File: config.mk
export PLATFORM = sky130hd
export DESIGN_NAME = mips_multicycle_ctrl
export DESIGN_NICKNAME = d
export VERILOG_FILES = /design/src/rtl/mips_multicycle_ctrl.sv
export SDC_FILE = /design/constraint.sdc
export NUM_CORES = 1
export LEC_CHECK = 0
export ABC_AREA = 1
export BUFFER_PORTS_ARGS = -buffer_cell sky130_fd_sc_hd__buf_2
export CAP_MARGIN = 10
export CORE_ASPECT_RATIO = 0.9
export CORE_MARGIN = 2
export CORE_UTILIZATION = 52
export CTS_CLUSTER_DIAMETER = 200
export DETAILED_ROUTE_END_ITERATION = 7
export PLACE_DENSITY_LB_ADDON = 0.25
export SLEW_MARGIN = 5
export SYNTH_ARGS = -nofsm -noshare
export SYNTH_HDL_FRONTEND = slang
export SYNTH_SLANG_ARGS = --single-unit
File: constraint.sdc
create_clock -name clk -period 2.17 [get_ports clk]
set_input_delay 0.434 -clock clk [delete_from_list [all_inputs] [get_ports clk]]
set_output_delay 0.434 -clock clk [all_outputs]
set_load 0.01 [all_outputs]
File: src/rtl/mips_multicycle_ctrl.sv
// Multicycle MIPS control unit: Moore FSM that sequences fetch, decode,
// execute, memory and write-back, stalls on mem_ready and holds for mult/div.
module mips_multicycle_ctrl #(
   parameter int unsigned MULT_CYCLES = 4,
   parameter int unsigned DIV_CYCLES  = 32,
   parameter int unsigned CNT_W       = 8
) (
   input  logic             clk,
   input  logic             rst_n,
   input  logic [5:0]       opcode,
   input  logic [5:0]       funct,
   input  logic             zero,
   input  logic             mem_ready,
   output logic             PCWrite,
   output logic             PCWriteCond,
   output logic             IorD,
   output logic             MemRead,
   output logic             MemWrite,
   output logic             IRWrite,
   output logic             MemtoReg,
   output logic             RegDst,
   output logic             RegWrite,
   output logic             ALUSrcA,
   output logic [1:0]       ALUSrcB,
   output logic [1:0]       PCSource,
   output logic [1:0]       ALUOp,
   output logic             muldiv_start,
   output logic             muldiv_is_div,
   output logic             HiLoWrite,
   output logic             HiLoSel,
   output logic             illegal,
   output logic [CNT_W-1:0] retired
);

   typedef enum logic [3:0] {
      S_IDLE    = 4'd0,
      S_FETCH   = 4'd1,
      S_DECODE  = 4'd2,
      S_MEMADDR = 4'd3,
      S_MEMRD   = 4'd4,
      S_MEMWB   = 4'd5,
      S_MEMWR   = 4'd6,
      S_EXEC    = 4'd7,
      S_RWB     = 4'd8,
      S_ADDIEX  = 4'd9,
      S_ADDIWB  = 4'd10,
      S_BRANCH  = 4'd11,
      S_JUMP    = 4'd12,
      S_MULDIV  = 4'd13,
      S_MFHL    = 4'd14
   } state_t;

   localparam logic [5:0] OP_RTYPE = 6'b000000;
   localparam logic [5:0] OP_LW    = 6'b100011;
   localparam logic [5:0] OP_SW    = 6'b101011;
   localparam logic [5:0] OP_ADDI  = 6'b001000;
   localparam logic [5:0] OP_BEQ   = 6'b000100;
   localparam logic [5:0] OP_J     = 6'b000010;

   localparam logic [5:0] FN_AND   = 6'b100100;
   localparam logic [5:0] FN_OR    = 6'b100101;
   localparam logic [5:0] FN_NOR   = 6'b100111;
   localparam logic [5:0] FN_ADD   = 6'b100000;
   localparam logic [5:0] FN_SUB   = 6'b100010;
   localparam logic [5:0] FN_SLT   = 6'b101010;
   localparam logic [5:0] FN_MULT  = 6'b011000;
   localparam logic [5:0] FN_DIV   = 6'b011010;
   localparam logic [5:0] FN_MFHI  = 6'b010000;
   localparam logic [5:0] FN_MFLO  = 6'b010010;

   localparam logic [CNT_W-1:0] MULT_LOAD = CNT_W'(MULT_CYCLES - 1);
   localparam logic [CNT_W-1:0] DIV_LOAD  = CNT_W'(DIV_CYCLES - 1);

   state_t           state_q, state_d;
   logic [CNT_W-1:0] cnt_q, cnt_d;
   logic [CNT_W-1:0] retired_q, retired_d;
   logic             first_q, first_d;
   logic             retire_c;
   logic             fn_alu_c, fn_muldiv_c, fn_mfhl_c;

   // zero only qualifies PCWriteCond inside the datapath; the FSM does not branch on it
   logic unused_zero;
   assign unused_zero = zero;

   // Classify the R-type function field
   always_comb begin
      fn_alu_c    = (funct == FN_AND) || (funct == FN_OR)  || (funct == FN_NOR) ||
                    (funct == FN_ADD) || (funct == FN_SUB) || (funct == FN_SLT);
      fn_muldiv_c = (funct == FN_MULT) || (funct == FN_DIV);
      fn_mfhl_c   = (funct == FN_MFHI) || (funct == FN_MFLO);
   end

   // State, mult/div countdown, first-cycle flag and retire counter
   always_ff @(posedge clk or negedge rst_n) begin
      if (!rst_n) begin
         state_q   <= S_IDLE;
         cnt_q     <= '0;
         first_q   <= 1'b0;
         retired_q <= '0;
      end else begin
         state_q   <= state_d;
         cnt_q     <= cnt_d;
         first_q   <= first_d;
         retired_q <= retired_d;
      end
   end

   // Next-state and Moore output decode (FETCH strobes gated by mem_ready)
   always_comb begin
      state_d       = state_q;
      cnt_d         = cnt_q;
      first_d       = 1'b0;
      retire_c      = 1'b0;
      PCWrite       = 1'b0;
      PCWriteCond   = 1'b0;
      IorD          = 1'b0;
      MemRead       = 1'b0;
      MemWrite      = 1'b0;
      IRWrite       = 1'b0;
      MemtoReg      = 1'b0;
      RegDst        = 1'b0;
      RegWrite      = 1'b0;
      ALUSrcA       = 1'b0;
      ALUSrcB       = 2'b00;
      PCSource      = 2'b00;
      ALUOp         = 2'b00;
      muldiv_start  = 1'b0;
      muldiv_is_div = 1'b0;
      HiLoWrite     = 1'b0;
      HiLoSel       = 1'b0;
      illegal       = 1'b0;

      case (state_q)
         S_IDLE: begin
            state_d = S_FETCH;
         end
         S_FETCH: begin
            MemRead = 1'b1;
            ALUSrcB = 2'b01;
            IRWrite = mem_ready;
            PCWrite = mem_ready;
            if (mem_ready) state_d = S_DECODE;
         end
         S_DECODE: begin
            ALUSrcB = 2'b11;
            if ((opcode == OP_LW) || (opcode == OP_SW)) begin
               state_d = S_MEMADDR;
            end else if (opcode == OP_ADDI) begin
               state_d = S_ADDIEX;
            end else if (opcode == OP_BEQ) begin
               state_d = S_BRANCH;
            end else if (opcode == OP_J) begin
               state_d = S_JUMP;
            end else if ((opcode == OP_RTYPE) && fn_alu_c) begin
               state_d = S_EXEC;
            end else if ((opcode == OP_RTYPE) && fn_muldiv_c) begin
               state_d = S_MULDIV;
               cnt_d   = (funct == FN_DIV) ? DIV_LOAD : MULT_LOAD;
               first_d = 1'b1;
            end else if ((opcode == OP_RTYPE) && fn_mfhl_c) begin
               state_d = S_MFHL;
            end else begin
               illegal = 1'b1;
               state_d = S_FETCH;
            end
         end
         S_MEMADDR: begin
            ALUSrcA = 1'b1;
            ALUSrcB = 2'b10;
            state_d = (opcode == OP_LW) ? S_MEMRD : S_MEMWR;
         end
         S_MEMRD: begin
            MemRead = 1'b1;
            IorD    = 1'b1;
            if (mem_ready) state_d = S_MEMWB;
         end
         S_MEMWB: begin
            RegWrite = 1'b1;
            MemtoReg = 1'b1;
            retire_c = 1'b1;
            state_d  = S_FETCH;
         end
         S_MEMWR: begin
            MemWrite = 1'b1;
            IorD     = 1'b1;
            if (mem_ready) begin
               retire_c = 1'b1;
               state_d  = S_FETCH;
            end
         end
         S_EXEC: begin
            ALUSrcA = 1'b1;
            ALUOp   = 2'b10;
            state_d = S_RWB;
         end
         S_RWB: begin
            RegWrite = 1'b1;
            RegDst   = 1'b1;
            retire_c = 1'b1;
            state_d  = S_FETCH;
         end
         S_ADDIEX: begin
            ALUSrcA = 1'b1;
            ALUSrcB = 2'b10;
            state_d = S_ADDIWB;
         end
         S_ADDIWB: begin
            RegWrite = 1'b1;
            retire_c = 1'b1;
            state_d  = S_FETCH;
         end
         S_BRANCH: begin
            ALUSrcA     = 1'b1;
            ALUOp       = 2'b01;
            PCWriteCond = 1'b1;
            PCSource    = 2'b01;
            retire_c    = 1'b1;
            state_d     = S_FETCH;
         end
         S_JUMP: begin
            PCWrite  = 1'b1;
            PCSource = 2'b10;
            retire_c = 1'b1;
            state_d  = S_FETCH;
         end
         S_MULDIV: begin
            muldiv_is_div = (funct == FN_DIV);
            muldiv_start  = first_q;
            if (cnt_q == '0) begin
               HiLoWrite = 1'b1;
               retire_c  = 1'b1;
               state_d   = S_FETCH;
            end else begin
               cnt_d = cnt_q - CNT_W'(1);
            end
         end
         S_MFHL: begin
            RegWrite = 1'b1;
            RegDst   = 1'b1;
            HiLoSel  = (funct == FN_MFHI);
            retire_c = 1'b1;
            state_d  = S_FETCH;
         end
         default: begin
            state_d = S_FETCH;
         end
      endcase

      retired_d = retire_c ? (retired_q + CNT_W'(1)) : retired_q;
   end

   assign retired = retired_q;

endmodule

==> results.md, run 1 <==
- Slew @ Worst Pin: 477 ps
- Setup CP Type: reg -> out
- Vias/cell: 4.92
- Mapped Nets: 259
- Critical path fanouts, max: 4
- FF/Latch Area: 527 µm²
- Max Cap Violations: 0
- RSZ-0062 raised after global routing: yes
- Final nets: 305
- GRT Total Usage: 0.206
- H-tree depth: 1
- Yosys cell types: 29
- Placement row count: 19
- CP arrival: 1630 ps
- Final Wtd Congestion: 0.866
- Dpl cells: 322
- HP Class: in -> async
- Initial antenna violation count: 0
- Die Span X: 62.7 µm
- Ports: 45
- Critical R2R Launch: cnt_q[0]
- Layout cells sized above 1: 0.248
- Fin Hold WS: 64.4 ps
- CP startpoint kind: flop
- Grt total ovfl: 0
- CTS Hold Buffers Added: 0
- First-pass GRT wire length: 5940 µm
- Cells after Synth: 241
- Reg-to-reg setup timing slack: 210 ps
- Area of the multi-input gates: 891 µm²
- Req. time, crit path: 1740 ps
- Synth top area cells: dfrtp_1, nand2_1, inv_1
- YS warnings: 0
- Max Root-Sink Buffers: 2
- DR pass1 iterations: 4
- Post-route ant nets: 0
- Number of global-route vias before repair: 1492
- HPWL Detailed: 2570 µm
- Vias: 1614
- Die height: 56.9 µm
- DR iter-0 viols: 60
- Final Instance Area: 1890 µm²
- Worst VDD drop: 0.641 mV
- FMAX: 485 MHz
- FF+latch count, synth: 21
- Leak Pwr: 0.00112 µW
- Outcome: completed
- Minimum clock period after layout: 2060 ps
- DRC violations left: 0
- CTS tree: built
- PortBufs: 43
- RR Endpoint: cnt_q[5]
- Final Max Tran Viols: 0
- Sequential cell area fraction in the yosys report: 0.326
- Clock-pin slew on the worst setup and hold paths: 120 ps
- Netlist Area Pre-Place: 1610 µm²
- # diodes: 0
- Final hold vios: 0
- Clk Latency, worst-skew pair: 310 ps
- Initial Util: 0.535
- Synth top area share: 0.326
- Clock sink count: 21
- Final Setup Violations: 0
- Relative slew slack: 0.682
- Root Driver: clkbuf_4
- Yosys top cell by area: dfrtp_1
- TritonCTS Buffers: 3
- Filler instances: 299
- Syn_area_per_cell: 6.70 µm²
- Wirelength per Cell: 10.1 µm
- Layout Cells excl Fill: 328
- Area of the core: 3020 µm²
- Clock Skews: 4.07 ps
- Area of the die: 3570 µm²
- Pin count of the biggest net entering global routing: 22
- Tcrit/Tclk final: 0.950
- Routed wire length: 3320 µm
- Area Growth Syn to Fin: 17.3%
- Total power: 1830 µW
- Pwr Density: 968 nW/µm²
- Register-to-Register Path Depth: 12
- Worst setup EP type: output pin
- DP Area: 1840 µm²
==> cells in the final DEF (no fill, tap or decap), types with 4 or more instances in the layout <==
cell type	synthesis	routed
nor2_1	33	32
inv_1	37	36
o21ai_0	12	12
nand2_1	64	64
nand3_1	18	18
buf_2	0	43
nand4_1	5	5
dfrtp_1	21	20
inv_2	5	6
a31oi_1	4	4
xor2_1	8	8
nor3_1	6	6
==> cell usage after synthesis <==
cell	count
nand4_1	5
nand3_1	18
nand4_2	1
ha_1	2
clkinv_2	1
dfrtp_1	21
buf_6	2
or2_2	1
nand3_4	1
xor2_1	8
nand3b_1	2
nor2_8	1
o21ai_2	1
nor4_1	2
nor2_2	1
a21oi_1	3
xnor2_2	2
nand2_4	1
inv_2	5
buf_4	2
o21ai_1	1
o21ai_0	12
nor3_1	6
nor2_1	33
nor2_4	1
nand2_1	64
a31oi_1	4
inv_1	37
nand2_2	3
==> where the power goes <==
group / internal (µW) / total (µW) / switching [µW]
Clock: 70.2 / 194 / 124
Sequential: 518 / 662 / 145
Combinational: 370 / 977 / 606
Total: 958 / 1830 / 875
==> critical path, cell delays in order (launching register included) <==
cell and delay, ps:
dfrtp_1 390, inv_2 70, ha_1 170, inv_1 50
nor2_2 120, nand3b_1 150, inv_1 100, nand4_2 80
inv_1 70, buf_2 120
==> registers in the layout (all words and copies together), names as in the netlist <==
name,flops
cnt_q,8
retired,8
state_q,4
first_q,1
==> layout make-up <==
type	count	area share
multi-input combinational	173	0.471
sequential	21	0.278
timing repair buffer	45	0.122
tap	42	0.0278
clock buffer	3	0.0119
clock inverter	1	0.00397
inverter	43	0.0859
==> how the worst max path moves through the flow <==
stage | start | end | slack (ps) | cells past startpoint
after floorplan | opcode[0] | illegal | 560 | 6
after global placement | opcode[0] | illegal | 240 | 8
after detailed placement | opcode[0] | illegal | 230 | 8
after CTS | cnt_q[0] | HiLoWrite | 10 | 9
after global routing | cnt_q[1] | HiLoWrite | -20 | 9
final | cnt_q[0] | HiLoWrite | 110 | 9
==> layer usage <==
layer | routed length, µm | GRT usage | share of wire
met1 | 1610 | 0.279 | 0.48
met2 | 1520 | 0.323 | 0.46
met3 | 171 | 0.0461 | 0.051
met4 | 19 | 0.0794 | 0.0057
met5 | 0 | 0 | 0
==> kinds of logic after synthesis <==
kind of cell / after synthesis / share of synthesized area
buffers and inverters: 47 / 0.124
adders and majority gates: 2 / 0.0155
DFF: 21 / 0.326
AOI/OAI and AO/OA: 21 / 0.0705
and+or+nand+nor: 140 / 0.401
xor gates and xnor gates: 10 / 0.0636
==> stage by stage <==
step	setup WS (ps)	util	TNS (ps)
after detailed placement	233	0.611	0
after global placement	235	0.611	0
after floorplan	555	-	0
after global routing	-17.1	0.627	-17.1
final	109	0.627	0
after CTS	13.8	0.623	0
==> what timing repair did <==
action                     in CTS  in global routing
setup endpoints to repair       1                  2
cloned                          0                  0
pin swaps                       1                  1
resized for setup               0                  3
setup buffers                   1                  1
Power figures use the tool's default switching activity.
==> run 2: changes to the inputs <==
CELL_PAD_IN_SITES_DETAIL_PLACEMENT = 0   (was unset)
CELL_PAD_IN_SITES_GLOBAL_PLACEMENT = 1   (was unset)
CORE_UTILIZATION = 36   (was 52)
==> run 2 against run 1 <==
Net effect:
- register-to-register slack better by 200 ps
- clock-buffer cell count unchanged
- global-route usage shrank 5.7 points
- sequential power about the same
- clock skew fell by 0.54 ps
- via count down 2.8%
- first-iteration DRC count is 72% higher
- clock power up 38%
- hold slack better by 51 ps
- setup slack better by 58 ps
- die area rose by 41%
- sequential cell count stayed put
- largest cell class unchanged
- highest routed layer unchanged
==> results.md, run 2 (synthesis gave the netlist of run 1 again) <==
- Outcome: completed
- Leak Pwr: 0.00113 µW
- PortBufs: 43
- Die Span X: 74.6 µm
- Pwr Density: 983 nW/µm²
- Final nets: 305
- Die height: 67.5 µm
- Final Max Tran Viols: 0
- Relative slew slack: 0.680
- FMAX: 499 MHz
- Critical path fanouts, max: 4
- DR iter-0 viols: 103
- Wirelength per Cell: 10.2 µm
- Most Crowded Layer GR: met1
- Tcrit/Tclk final: 0.923
- CTS tree: built
- Clock Skews: 3.53 ps
- Final hold vios: 0
- HPWL Detailed: 2790 µm
- Layout cells sized above 1: 0.245
- H-tree depth: 1
- CP startpoint kind: flop
- Initial antenna violation count: 0
- Ports: 45
- Root Driver: clkbuf_8
- Post-layout util: 0.443
- # diodes: 0
- Comb power frac: 0.511
- Max Root-Sink Buffers: 2
- Register share of total power: 0.349
- Power Internal: 1020 µW
- Clock sink count: 21
- Area Growth Syn to Fin: 19.9%
- Placement row count: 23
- Commonest non-fill, non-tap cell in the layout: nand2_1
- RR Endpoint: cnt_q[5]
- Clock-pin slew on the worst setup and hold paths: 80 ps
- Final Instance Area: 1940 µm²
- Worst VDD drop: 0.633 mV
- CTS Hold Buffers Added: 0
- Final Setup Violations: 0
- Reg-to-reg setup timing slack: 410 ps
- Most frequent cells in the layout: nand2_1, buf_2, inv_1, nor2_1, dfrtp_1
- DRC violations left: 0
- Worst setup EP type: output pin
- Register-to-Register Path Depth: 11
- Critical R2R Launch: cnt_q[0]
- Grt total ovfl: 0
- First-pass GRT wire length: 5800 µm
- Vias/cell: 4.51
- GRT Total Usage: 0.149
- Setup CP Type: reg -> out
- Post-route ant nets: 0
- Slew @ Worst Pin: 480 ps
- Filler instances: 493
- Switching power: 887 µW
- DP Area: 1880 µm²
- RSZ-0062 raised after global routing: no
- HP Class: in -> async
- TritonCTS Buffers: 3
- Final Wtd Congestion: 0.828
- Area of the core: 4370 µm²
- DR pass1 iterations: 4
- Area of the die: 5040 µm²
- Number of global-route vias before repair: 1335
- M1 GR Usage: 0.223
- Final setup TNS: 0 ps
- Clock share of power: 0.141
- Vias: 1569
- Req. time, crit path: 1740 ps
- Initial Util: 0.369
- Minimum clock period after layout: 2000 ps
- CP arrival: 1570 ps
- Max Cap Violations: 0
- Pin count of the biggest net entering global routing: 22
- Critical Path End: illegal
- GR Util met2: 0.222
- Setup crit start: state_q[1]
- Switching part of the total: 0.466
- Clk Latency, worst-skew pair: 260 ps
- Routed wire length: 3540 µm
- Fin Hold WS: 115 ps
- GR Layer Usage met3: 0.0358
-- run 2: changes by cell type in the layout (fill, tap and decap cells not counted) --
cell | previous run | this run
dfrtp_2 | 1 | 0
clkbuf_4 | 3 | 0
dfrtp_1 | 20 | 21
clkbuf_8 | 0 | 3
-- run 2: critical path, stage by stage, from the launching register on --
cell	delay, ps
dfrtp_1	430
inv_1	100
nor2_1	200
nand2_1	170
nor3_1	240
buf_2	170
-- run 2: worst min-delay path by stage --
stage	end	slack, ps	cells past startpoint
finish	retired[7]	120	1
global route	retired[7]	150	1
CTS	state_q[2]	140	1
detailed placement	cnt_q[0]	430	1
global placement	cnt_q[0]	420	1
floorplan	cnt_q[0]	140	0
-- run 2: timing repair --
| item | 4_1_cts | 5_1_grt |
|---|---|---|
| endpoints found under the setup margin | 0 | 1 |
| resized for setup | 0 | 2 |
| setup buffers | 0 | 0 |
-- run 2: power by group through the flow --
stage	Clock (µW)	Combinational (µW)	Sequential, µW
5_1_grt	293	1120	688
2_1_floorplan	0	692	662
4_1_cts	281	981	661
6_report	268	972	663
3_5_place_dp	0	973	666
3_3_place_gp	0	976	668
-- run 2: layout make-up --
| class | count | area [µm²] | area share |
|---|---|---|---|
| Clock buffer | 3 | 41.3 | 0.0213 |
| Timing Repair Buffer | 45 | 230 | 0.119 |
| Inverter | 43 | 163 | 0.0840 |
| Clock inverter | 1 | 7.51 | 0.00388 |
| Multi-Input combinational cell | 173 | 891 | 0.460 |
| Tap cell | 62 | 77.6 | 0.0401 |
| Sequential cell | 21 | 526 | 0.271 |
-- run 2: through the flow --
step	worst slack (ps)	std cells	total power [µW]
4_1_cts	116	348	1920
6_report	167	348	1900
2_1_floorplan	555	241	1350
3_3_place_gp	292	344	1640
3_5_place_dp	300	344	1640
5_1_grt	19.7	348	2100
-- run 2: metal layers --
layer  routed length (µm)  part of all wire
met5                    0                 0
met4                   10            0.0028
met3                  167             0.047
met2                 1490              0.42
met1                 1870              0.53
